===== config.mk =====
export PLATFORM = sky130hd
export DESIGN_NAME = key_conditioner
export DESIGN_NICKNAME = d
export VERILOG_FILES = /design/src/rtl/key_conditioner.sv
export SDC_FILE = /design/constraint.sdc
export NUM_CORES = 1
export LEC_CHECK = 0
export ABC_AREA = 1
export CAP_MARGIN = 25
export CORE_MARGIN = 2
export CORE_UTILIZATION = 50
export CTS_CLUSTER_SIZE = 20
export DETAILED_ROUTE_END_ITERATION = 8
export GPL_TIMING_DRIVEN = 0
export PLACE_DENSITY = 0.66
export SETUP_SLACK_MARGIN = 0.2
export SLEW_MARGIN = 0
export SYNTH_ARGS = -nofsm -noshare
export SYNTH_HDL_FRONTEND = slang
export SYNTH_SLANG_ARGS = --single-unit

===== constraint.sdc =====
create_clock -name clk -period 8.4 [get_ports clk]
set_input_delay 1.68 -clock clk [delete_from_list [all_inputs] [get_ports clk]]
set_output_delay 1.68 -clock clk [all_outputs]
set_load 0.1 [all_outputs]

===== src/rtl/key_conditioner.sv =====
// Push-button front end: synchronise, debounce and derive press/release/long-press events.
// The release event is exposed as release_pulse because "release" is a reserved word.
module key_conditioner #(
  parameter int N_KEYS          = 4,
  parameter int DEBOUNCE_CYCLES = 1_000_000,
  parameter int LONG_CYCLES     = 100_000_000
) (
  input  logic              clk,
  input  logic              rst,
  input  logic [N_KEYS-1:0] key,
  output logic [N_KEYS-1:0] pressed,
  output logic [N_KEYS-1:0] press,
  output logic [N_KEYS-1:0] release_pulse,
  output logic [N_KEYS-1:0] long_press,
  output logic              any_pressed
);

  localparam int DW = $clog2(DEBOUNCE_CYCLES);
  localparam int LW = $clog2(LONG_CYCLES);
  localparam logic [DW-1:0] DB_MAX = DW'(DEBOUNCE_CYCLES - 1);
  // long_press is registered, so it is scheduled one count early
  localparam logic [LW-1:0] LG_PRE = LW'(LONG_CYCLES - 2);

  typedef enum logic [1:0] {
    IDLE,
    HOLDING,
    LONG
  } hold_t;

  logic [N_KEYS-1:0] sync1;
  logic [N_KEYS-1:0] sync2;
  logic [N_KEYS-1:0] r;

  always_ff @(posedge clk or posedge rst) begin
    if (rst) begin
      sync1 <= '1;
      sync2 <= '1;
    end else begin
      sync1 <= key;
      sync2 <= sync1;
    end
  end

  assign r = ~sync2;

  always_ff @(posedge clk or posedge rst) begin
    if (rst) any_pressed <= 1'b0;
    else     any_pressed <= |pressed;
  end

  for (genvar i = 0; i < N_KEYS; i++) begin : g_key
    logic [DW-1:0] db_cnt;
    logic [LW-1:0] hold_cnt;
    hold_t         st;
    logic          lvl;
    logic          pr;
    logic          rl;
    logic          lp;
    logic          tog;

    assign tog = (r[i] != lvl) && (db_cnt == DB_MAX);

    always_ff @(posedge clk or posedge rst) begin
      if (rst) begin
        db_cnt   <= '0;
        hold_cnt <= '0;
        st       <= IDLE;
        lvl      <= 1'b0;
        pr       <= 1'b0;
        rl       <= 1'b0;
        lp       <= 1'b0;
      end else begin
        pr <= tog & ~lvl;
        rl <= tog & lvl;
        lp <= 1'b0;

        if (r[i] == lvl) begin
          db_cnt <= '0;
        end else if (db_cnt == DB_MAX) begin
          db_cnt <= '0;
          lvl    <= ~lvl;
        end else begin
          db_cnt <= db_cnt + 1'b1;
        end

        unique case (st)
          IDLE: begin
            hold_cnt <= '0;
            if (tog && !lvl) st <= HOLDING;
          end
          HOLDING: begin
            if (tog) begin
              st       <= IDLE;
              hold_cnt <= '0;
            end else if (hold_cnt == LG_PRE) begin
              st       <= LONG;
              lp       <= 1'b1;
              hold_cnt <= hold_cnt + 1'b1;
            end else begin
              hold_cnt <= hold_cnt + 1'b1;
            end
          end
          LONG: begin
            if (tog) begin
              st       <= IDLE;
              hold_cnt <= '0;
            end
          end
          default: st <= IDLE;
        endcase
      end
    end

    assign pressed[i]       = lvl;
    assign press[i]         = pr;
    assign release_pulse[i] = rl;
    assign long_press[i]    = lp;
  end

endmodule


* After elaboration in Yosys (flattened, before gate mapping)
Index checks and enable logic that the tools add are counted.
** Operators by class
- Add/subtract/negate cells :: 8
- Eq/ne operators :: 36
- Mux-type cells :: 52
- Bitwise logic cells :: 17
- Reduce and logical (&&, ||, !) cells :: 33
** Operator list (number)
- 27-bit one-hot mux with 3 select lines :: 4
- 27-bit two-way mux :: 8
- 20-bit two-way mux :: 8
- 27-bit by 1-bit adder with 27-bit output, second input constant :: 4
- 27-bit == test, second input constant :: 4
- 20-bit by 1-bit adder with 20-bit output, second input constant :: 4
- 20-bit == test, second input constant :: 4
- 2-bit two-way mux :: 16
- 2-bit one-hot mux with 3 select lines :: 4
- 2-bit inequality test, second input constant :: 8
- 2-bit AND reduction :: 8
- 1-bit two-way mux :: 12
- 3-bit inequality test, second input constant :: 4
- 3-bit AND reduction :: 4
- 3-bit nonzero test :: 4
- 1-bit bitwise AND :: 8
- 2-bit by 1-bit == test with 1-bit output, second input constant :: 4
- 2-bit == test, second input constant :: 4
- 1-bit logical AND :: 8
- 2-bit zero test :: 4
- 1-bit NOT :: 8
- 1-bit == test :: 4
- 1-bit zero test :: 4
- 1-bit inequality test :: 4
- other kinds (2) :: 2
** Word-level totals
- Flip-flop bits (word level) :: 221
- Output and inout port bits :: 17
- Logic and storage cells :: 177

* Logic depth before layout (Yosys ltp)
- Depth after elaboration :: 6
- Depth in mapped cells :: 9

* Worst setup path before layout
Ideal clock, no wire load.
- Kind :: reg2out
- Start :: reg any_pressed
- End :: out any_pressed
- Arrival :: 0.883 ns
- Path slack :: 5.837 ns
- Cell stages (with the launch flop) :: 1
- Cell sequence :: dfrtp_1
** RTL lines
- start: declaration :: line 15 : output logic any_pressed
- start signal: assignment :: line 48 : else any_pressed <= |pressed;
No word-level cell between the ends.

* Final worst setup path
- Start :: reg g_key[1].lvl
- End :: out pressed[1]
** RTL lines
- start: declaration :: line 55 : logic lvl;
- start signal: assignment :: line 81 : lvl <= ~lvl;
- end: declaration :: line 11 : output logic [N_KEYS-1:0] pressed,
No word-level cell between the ends.

==> metrics.txt <==
status=completed; Finished Core Util=0.569; IO Port Bufs=22; die area=29000 sq um; Synth Instances=1986; crit-path max FO=5; Ports=23; Critical Path Start=g_key[1].lvl; dpl hpwl=25.1 mm; post-layout min period=3.99 ns; Synth top area share=0.386; DRC Markers=0; Worst VDD drop=between 0.1 and 0.15 mV; Final Max Tran Viols=0; sequential share of power=0.469; Synthesized Nets=2004; CP Launch Type=flip-flop; GP Congestion=0.926; FF-to-FF path depth=7; CTS tree=built; endpoints failing setup=0; Worst-path clk slew=0.06 ns; worst setup margin=roughly 4.4 ns; Avg Vias per Cell=5.42; Layout area overhead=11.4%; #FFs+latches synth=221; critical path arrival=2.31 ns; hold_ws=0.357 ns; synthesis warning total=0; DIE WIDTH=170 um; M1 wire length=16.7 mm; NetSw=0.512 mW; sequential area share after synthesis=0.401; WL met3=1.83 mm; fin nets=2056; Row Count=60; average cell area after synthesis=6.95 sq um; Synth Cell Area=13800 sq um; top_reg_cell synth=dfrtp_1; height of the die=170 um; internal power=roughly 1.8 mW; Fin. Hold Viols=0; largest net degree at the start of global routing=129; Root Buffer=clkbuf_16; DRT Pass-1 Iters=5; Max Used Layer=met4; period utilisation layout=0.475; leading cell type in the layout, fill and taps excluded=nand2_1; postcts setup bufs=0; antenna-violating nets left=0; top cells by area, synth=dfrtp_1 39%, nand2_1 16%, nor2_1 9.3%; clock share of power=0.510; Initial Util=0.511; EDFF count, synth=0; Post-CTS Resized=0; share of cells above drive strength 1=0.0860; Async S/R FF share, synth=1.00; DR vias=between 10000 and 15000; Comb power frac=0.021; Lkg Pwr=about 6.9 nW; H-tree levels=1; diode count=0; Tightest Pin Transition=0.973 ns; # clock sinks=about 220; Overall Global Routing Usage=0.244; wire length on met2=15.5 mm; Worst Hold Class=reg2reg; CP required=about 6.7 ns; clock latency on the worst-skew pair=~0.54 ns; DP Worst Slack=just under 5 ns; crit path capture type=output port; PwrDens=149 nW/um^2; Core Area=between 20000 and 30000 sq um; fmax=251 MHz; Worst setup endpoint=pressed[1]; vias in the first global route=11953; Fin Clk Skew=0.0230 ns; most frequent cells in the layout=602 x nand2_1, 343 x nor2_1, 213 x dfrtp_1; RSZ-0062 raised after global routing=false; global-route wire length before repair=a little under 60 mm; R2R Setup Slk=6.52 ns; wire length per cell=~14 um; antenna violations before repair=0; final total negative setup slack=0 ns; RR Startpoint=g_key[3].db_cnt[0]; final WL=34.7 mm; CTS buffer count=27; crit path kind=reg2out; Clock Tree Buf Depth=3; Slew Limit Headroom=0.349; max cap viols=0; Yosys cell types=39; Worst R2R End=g_key[3].hold_cnt[18]; Hold-fix buffers, CTS=0; Sw Ratio=0.223; area leader, netlist=dfrtp_1; Initial DRC Count=about 1100; grt ovf=0
## power groups by stage
stage	sequential (mW)	combinational [mW]	clock (mW)
final	1.08	0.0478	1.17
after global routing	1.08	0.0559	1.24
after CTS	1.08	0.0507	1.20
after detailed placement	1.10	0.0503	0
after global placement	1.10	0.0472	0
after floorplan	1.10	0.0336	0
## worst min-delay path by stage
stage               end     start  depth (start not counted)
2_1_floorplan  sync2[0]  sync1[0]                          0
3_3_place_gp   sync2[0]  sync1[0]                          0
3_5_place_dp   sync2[0]  sync1[0]                          0
4_1_cts        sync2[0]  sync1[0]                          0
5_1_grt        sync2[1]  sync1[1]                          0
6_report       sync2[1]  sync1[1]                          0
## synthesized netlist by cell type (all sizes together) (4+ instances only)
| cell type | count |
|---|---|
| a21oi | 17 |
| buf | 38 |
| clkbuf | 16 |
| clkinv | 5 |
| dfrtp | 213 |
| dfstp | 8 |
| ha | 12 |
| inv | 187 |
| nand2 | 604 |
| nand3 | 234 |
| nand3b | 10 |
| nand4 | 121 |
| nor2 | 364 |
| nor3 | 35 |
| nor3b | 7 |
| nor4 | 4 |
| o21ai | 22 |
| o21bai | 12 |
| or2 | 15 |
| xnor2 | 15 |
| xor2 | 42 |
## area by class of cell
type	instances	area, sq um
Sequential cell	221	5540
Multi-Input combinational cell	1519	7240
Tap cell	341	427
Buffer	54	304
Clock buffer	35	726
Timing Repair Buffer	23	248
Inverter	192	728
Clock inverter	14	163
Fill cell	2617	11600
## through the flow
step	power, mW	instance area [sq um]	std cells
after CTS	2.33	15400	2399
after global routing	2.38	15400	2399
after floorplan	1.13	13800	1986
after global placement	1.14	14500	2349
final	2.30	15400	2399
after detailed placement	1.15	14500	2350
## kinds of logic after synthesis
logic type	Yosys count	synth area share
DFF	221	0.401
buffers and inverters	246	0.0742
adders and majority gates	12	0.0109
AOI/OAI and AO/OA	53	0.0237
xor gates and xnor gates	57	0.0362
and+or+nand+nor	1397	0.454
## routing by layer
layer | vias up | track usage
met3 | 42 | 0.0260
met4 | 0 | 0.0550
met1 | 6067 | 0.357
met2 | 372 | 0.390
li1 | 6512 | -
met5 | - | 0
## state kept, by name, summed over array words and instances (netlist names)
signal / flops
g_key.st: 8
any_pressed: 1
g_key.db_cnt: 80
sync2: 4
g_key.hold_cnt: 108
g_key.pr: 4
sync1: 4
g_key.lp: 4
g_key.lvl: 4
g_key.rl: 4
## critical path, cell delays in order (launching register included)
cell and delay [ns]:
dfrtp_1 0.50, buf_4 0.16, clkdlybuf4s50_1 1.12
(Power assumes the default switching activity.)
==> variant (config.mk and constraints unchanged) <==
The parameter `N_KEYS` goes from 4 to 5.
--- a/src/rtl/key_conditioner.sv
+++ b/src/rtl/key_conditioner.sv
@@ -1,7 +1,7 @@
 // Push-button front end: synchronise, debounce and derive press/release/long-press events.
 // The release event is exposed as release_pulse because "release" is a reserved word.
 module key_conditioner #(
-  parameter int N_KEYS          = 4,
+  parameter int N_KEYS          = 5,
   parameter int DEBOUNCE_CYCLES = 1_000_000,
   parameter int LONG_CYCLES     = 100_000_000
 ) (
Interface: changed (5 resized); port bits go from 23 to 28. The function was not compared with the original's and may differ.
==> variant against the unedited design <==
Synthesized area is 25% higher; fmax is 1.5% lower; count of clock-buffer cells in the layout is 17 higher; wire length is 26% higher; sequential power is 25% higher; global-route usage is 0.35 points higher; clock power is 35% higher; worst setup slack worse by 0.059 ns; final area is 27% higher; sequential cell count is 55 higher; utilization is 0.13 points lower; synthesized cell count is 25% higher; total power is 30% higher.
==> variant: results (changes against the unedited design) <==
[synthesis]
yosysSeqAreaShare = 0.4008  ; was 0.4012
netlist_top_cells_area = dfrtp_1 (39%), nand2_1 (16%), nor2_1 (9.4%)  ; was dfrtp_1 (39%), nand2_1 (16%), nor2_1 (9.3%)
synth_fa_ha_area_frac = 0.01087  ; about the same
synth.avg_cell_area_um2 = 6.950  ; was 6.953 um^2
synth_xor_area_frac = 0.03551  ; was 0.03615
synth.distinct_cells = 42  ; was 39
synthTopCellsByCount = nand2_1 (751), nor2_1 (431), nand3_1 (291), dfrtp_1 (266), inv_1 (225)  ; was nand2_1 (602), nor2_1 (343), dfrtp_1 (213), nand3_1 (210), inv_1 (167)
synth_compound_area_frac = 0.01906  ; was 0.02365
async_reset_ff_frac = 1.000  ; unchanged

[cells_and_area]
layout.cells.non_filler = 3034  ; was 2399
nFillCells = 3311  ; was 2617
reg_top3 = g_key.hold_cnt: 135 flops, g_key.db_cnt: 100 flops, g_key.st: 10 flops  ; was g_key.hold_cnt: 108 flops, g_key.db_cnt: 80 flops, g_key.st: 8 flops
multi_input_area_mm2 = 0.009014  ; was 0.007243 mm^2
final_area_mm2 = 0.01947  ; was 0.01538 mm^2

[setup_path]
crit_start = g_key[0].lvl  ; was g_key[1].lvl
crit_path_end = pressed[0]  ; was pressed[1]
crit_arrival_ns = 2.37  ; was 2.31 ns
r2r_slack_ns = 6.40  ; was 6.52 ns
worstReg2RegEnd = g_key[3].hold_cnt[16]  ; was g_key[3].hold_cnt[18]
worst_path_largest_cell_delay_ns = 1.13
worstRegToRegCells = 8  ; was 7
rr_startpoint = g_key[3].hold_cnt[0]  ; was g_key[3].db_cnt[0]

[power_and_ir_drop]
ir_worst_vdd_uv = 164.3  ; was 138.6 uV
p_leak_nw = 8.721  ; was 6.856 nW

[drt]
drt-total-wl_um = 43750  ; was 34650 um
drt-initial-drc-count = 1194  ; was 1131
viasPerCell = 5.341  ; was 5.416

[sta]
slew_headroom = 0.3310  ; was 0.3494
period_share = 0.4819  ; was 0.4748
clock_skew_ns = 0.01723  ; was 0.02298 ns

[global_route]
grt_max_degree = 43  ; was 129
grt.total_usage = 0.2473  ; was 0.2437
grt_pass1_vias = 15370  ; was 11950
grt_pass1_wl_um = 74290  ; was 58900 um

[place]
numPortBuffers = 27  ; was 22
dp_hpwl_um = 31980  ; was 25050 um
gp_congestion = 0.9523  ; was 0.9259
pre_cts_slack_ns = 4.880  ; was 4.965 ns
placed_area_mm2 = 0.01825  ; was 0.01449 mm^2

[outcome]
status = complete, no violations  ; unchanged

[cts]
cts_buffers = 35  ; was 27

-- variant: cell types whose count changed after synthesis, moves of 15 or more --
| cell | unedited run | this run |
|---|---|---|
| dfrtp_1 | 213 | 266 |
| inv_1 | 167 | 225 |
| nand2_1 | 602 | 751 |
| nand3_1 | 210 | 291 |
| nand3_2 | 24 | 9 |
| nand4_1 | 116 | 139 |
| nor2_1 | 343 | 431 |
| nor3_1 | 32 | 47 |
-- variant: worst min path at each step --
stage	from	end	slack [ns]	cells past startpoint
floorplan	sync1[0]	sync2[0]	0.35	0
CTS	sync1[0]	sync2[0]	0.35	0
global placement	sync1[2]	sync2[2]	0.35	0
finish	sync1[3]	sync2[3]	0.36	0
global route	sync1[0]	sync2[0]	0.36	0
detailed placement	sync1[0]	sync2[0]	0.35	0
-- variant: area by class of cell --
class                           count  area share
Clock inverter                      9    0.006556
Timing Repair Buffer               34     0.02108
Tap cell                          455     0.02924
Sequential cell                   276      0.3554
Inverter                          233     0.04512
Multi-Input combinational cell   1904      0.4630
Clock buffer                       52     0.05611
Buffer                             71     0.02346
-- variant: kinds of logic after synthesis --
family	count (synthesis)
AO/OA/AOI/OAI	57
XOR/XNOR	70
adder cells (fa/ha/maj)	15
buffers and inverters	304
flip-flops	276
AND/OR/NAND/NOR	1762
-- variant: metal layers --
metal  track usage  up-vias  wire [um]  share of wire
met5             0        -          0              0
met4       0.06708        0        779          0.018
li1              -     8151          -              -
met3       0.03689       51       2037          0.047
met1        0.3430     7610      20750           0.47
met2        0.4052      394      20190           0.46
-- variant: where the power goes --
part | switching, mW | internal (mW)
Combinational | 0.0465 | 0.0179
Sequential | 0.00561 | 1.34
Clock | 0.588 | 0.989
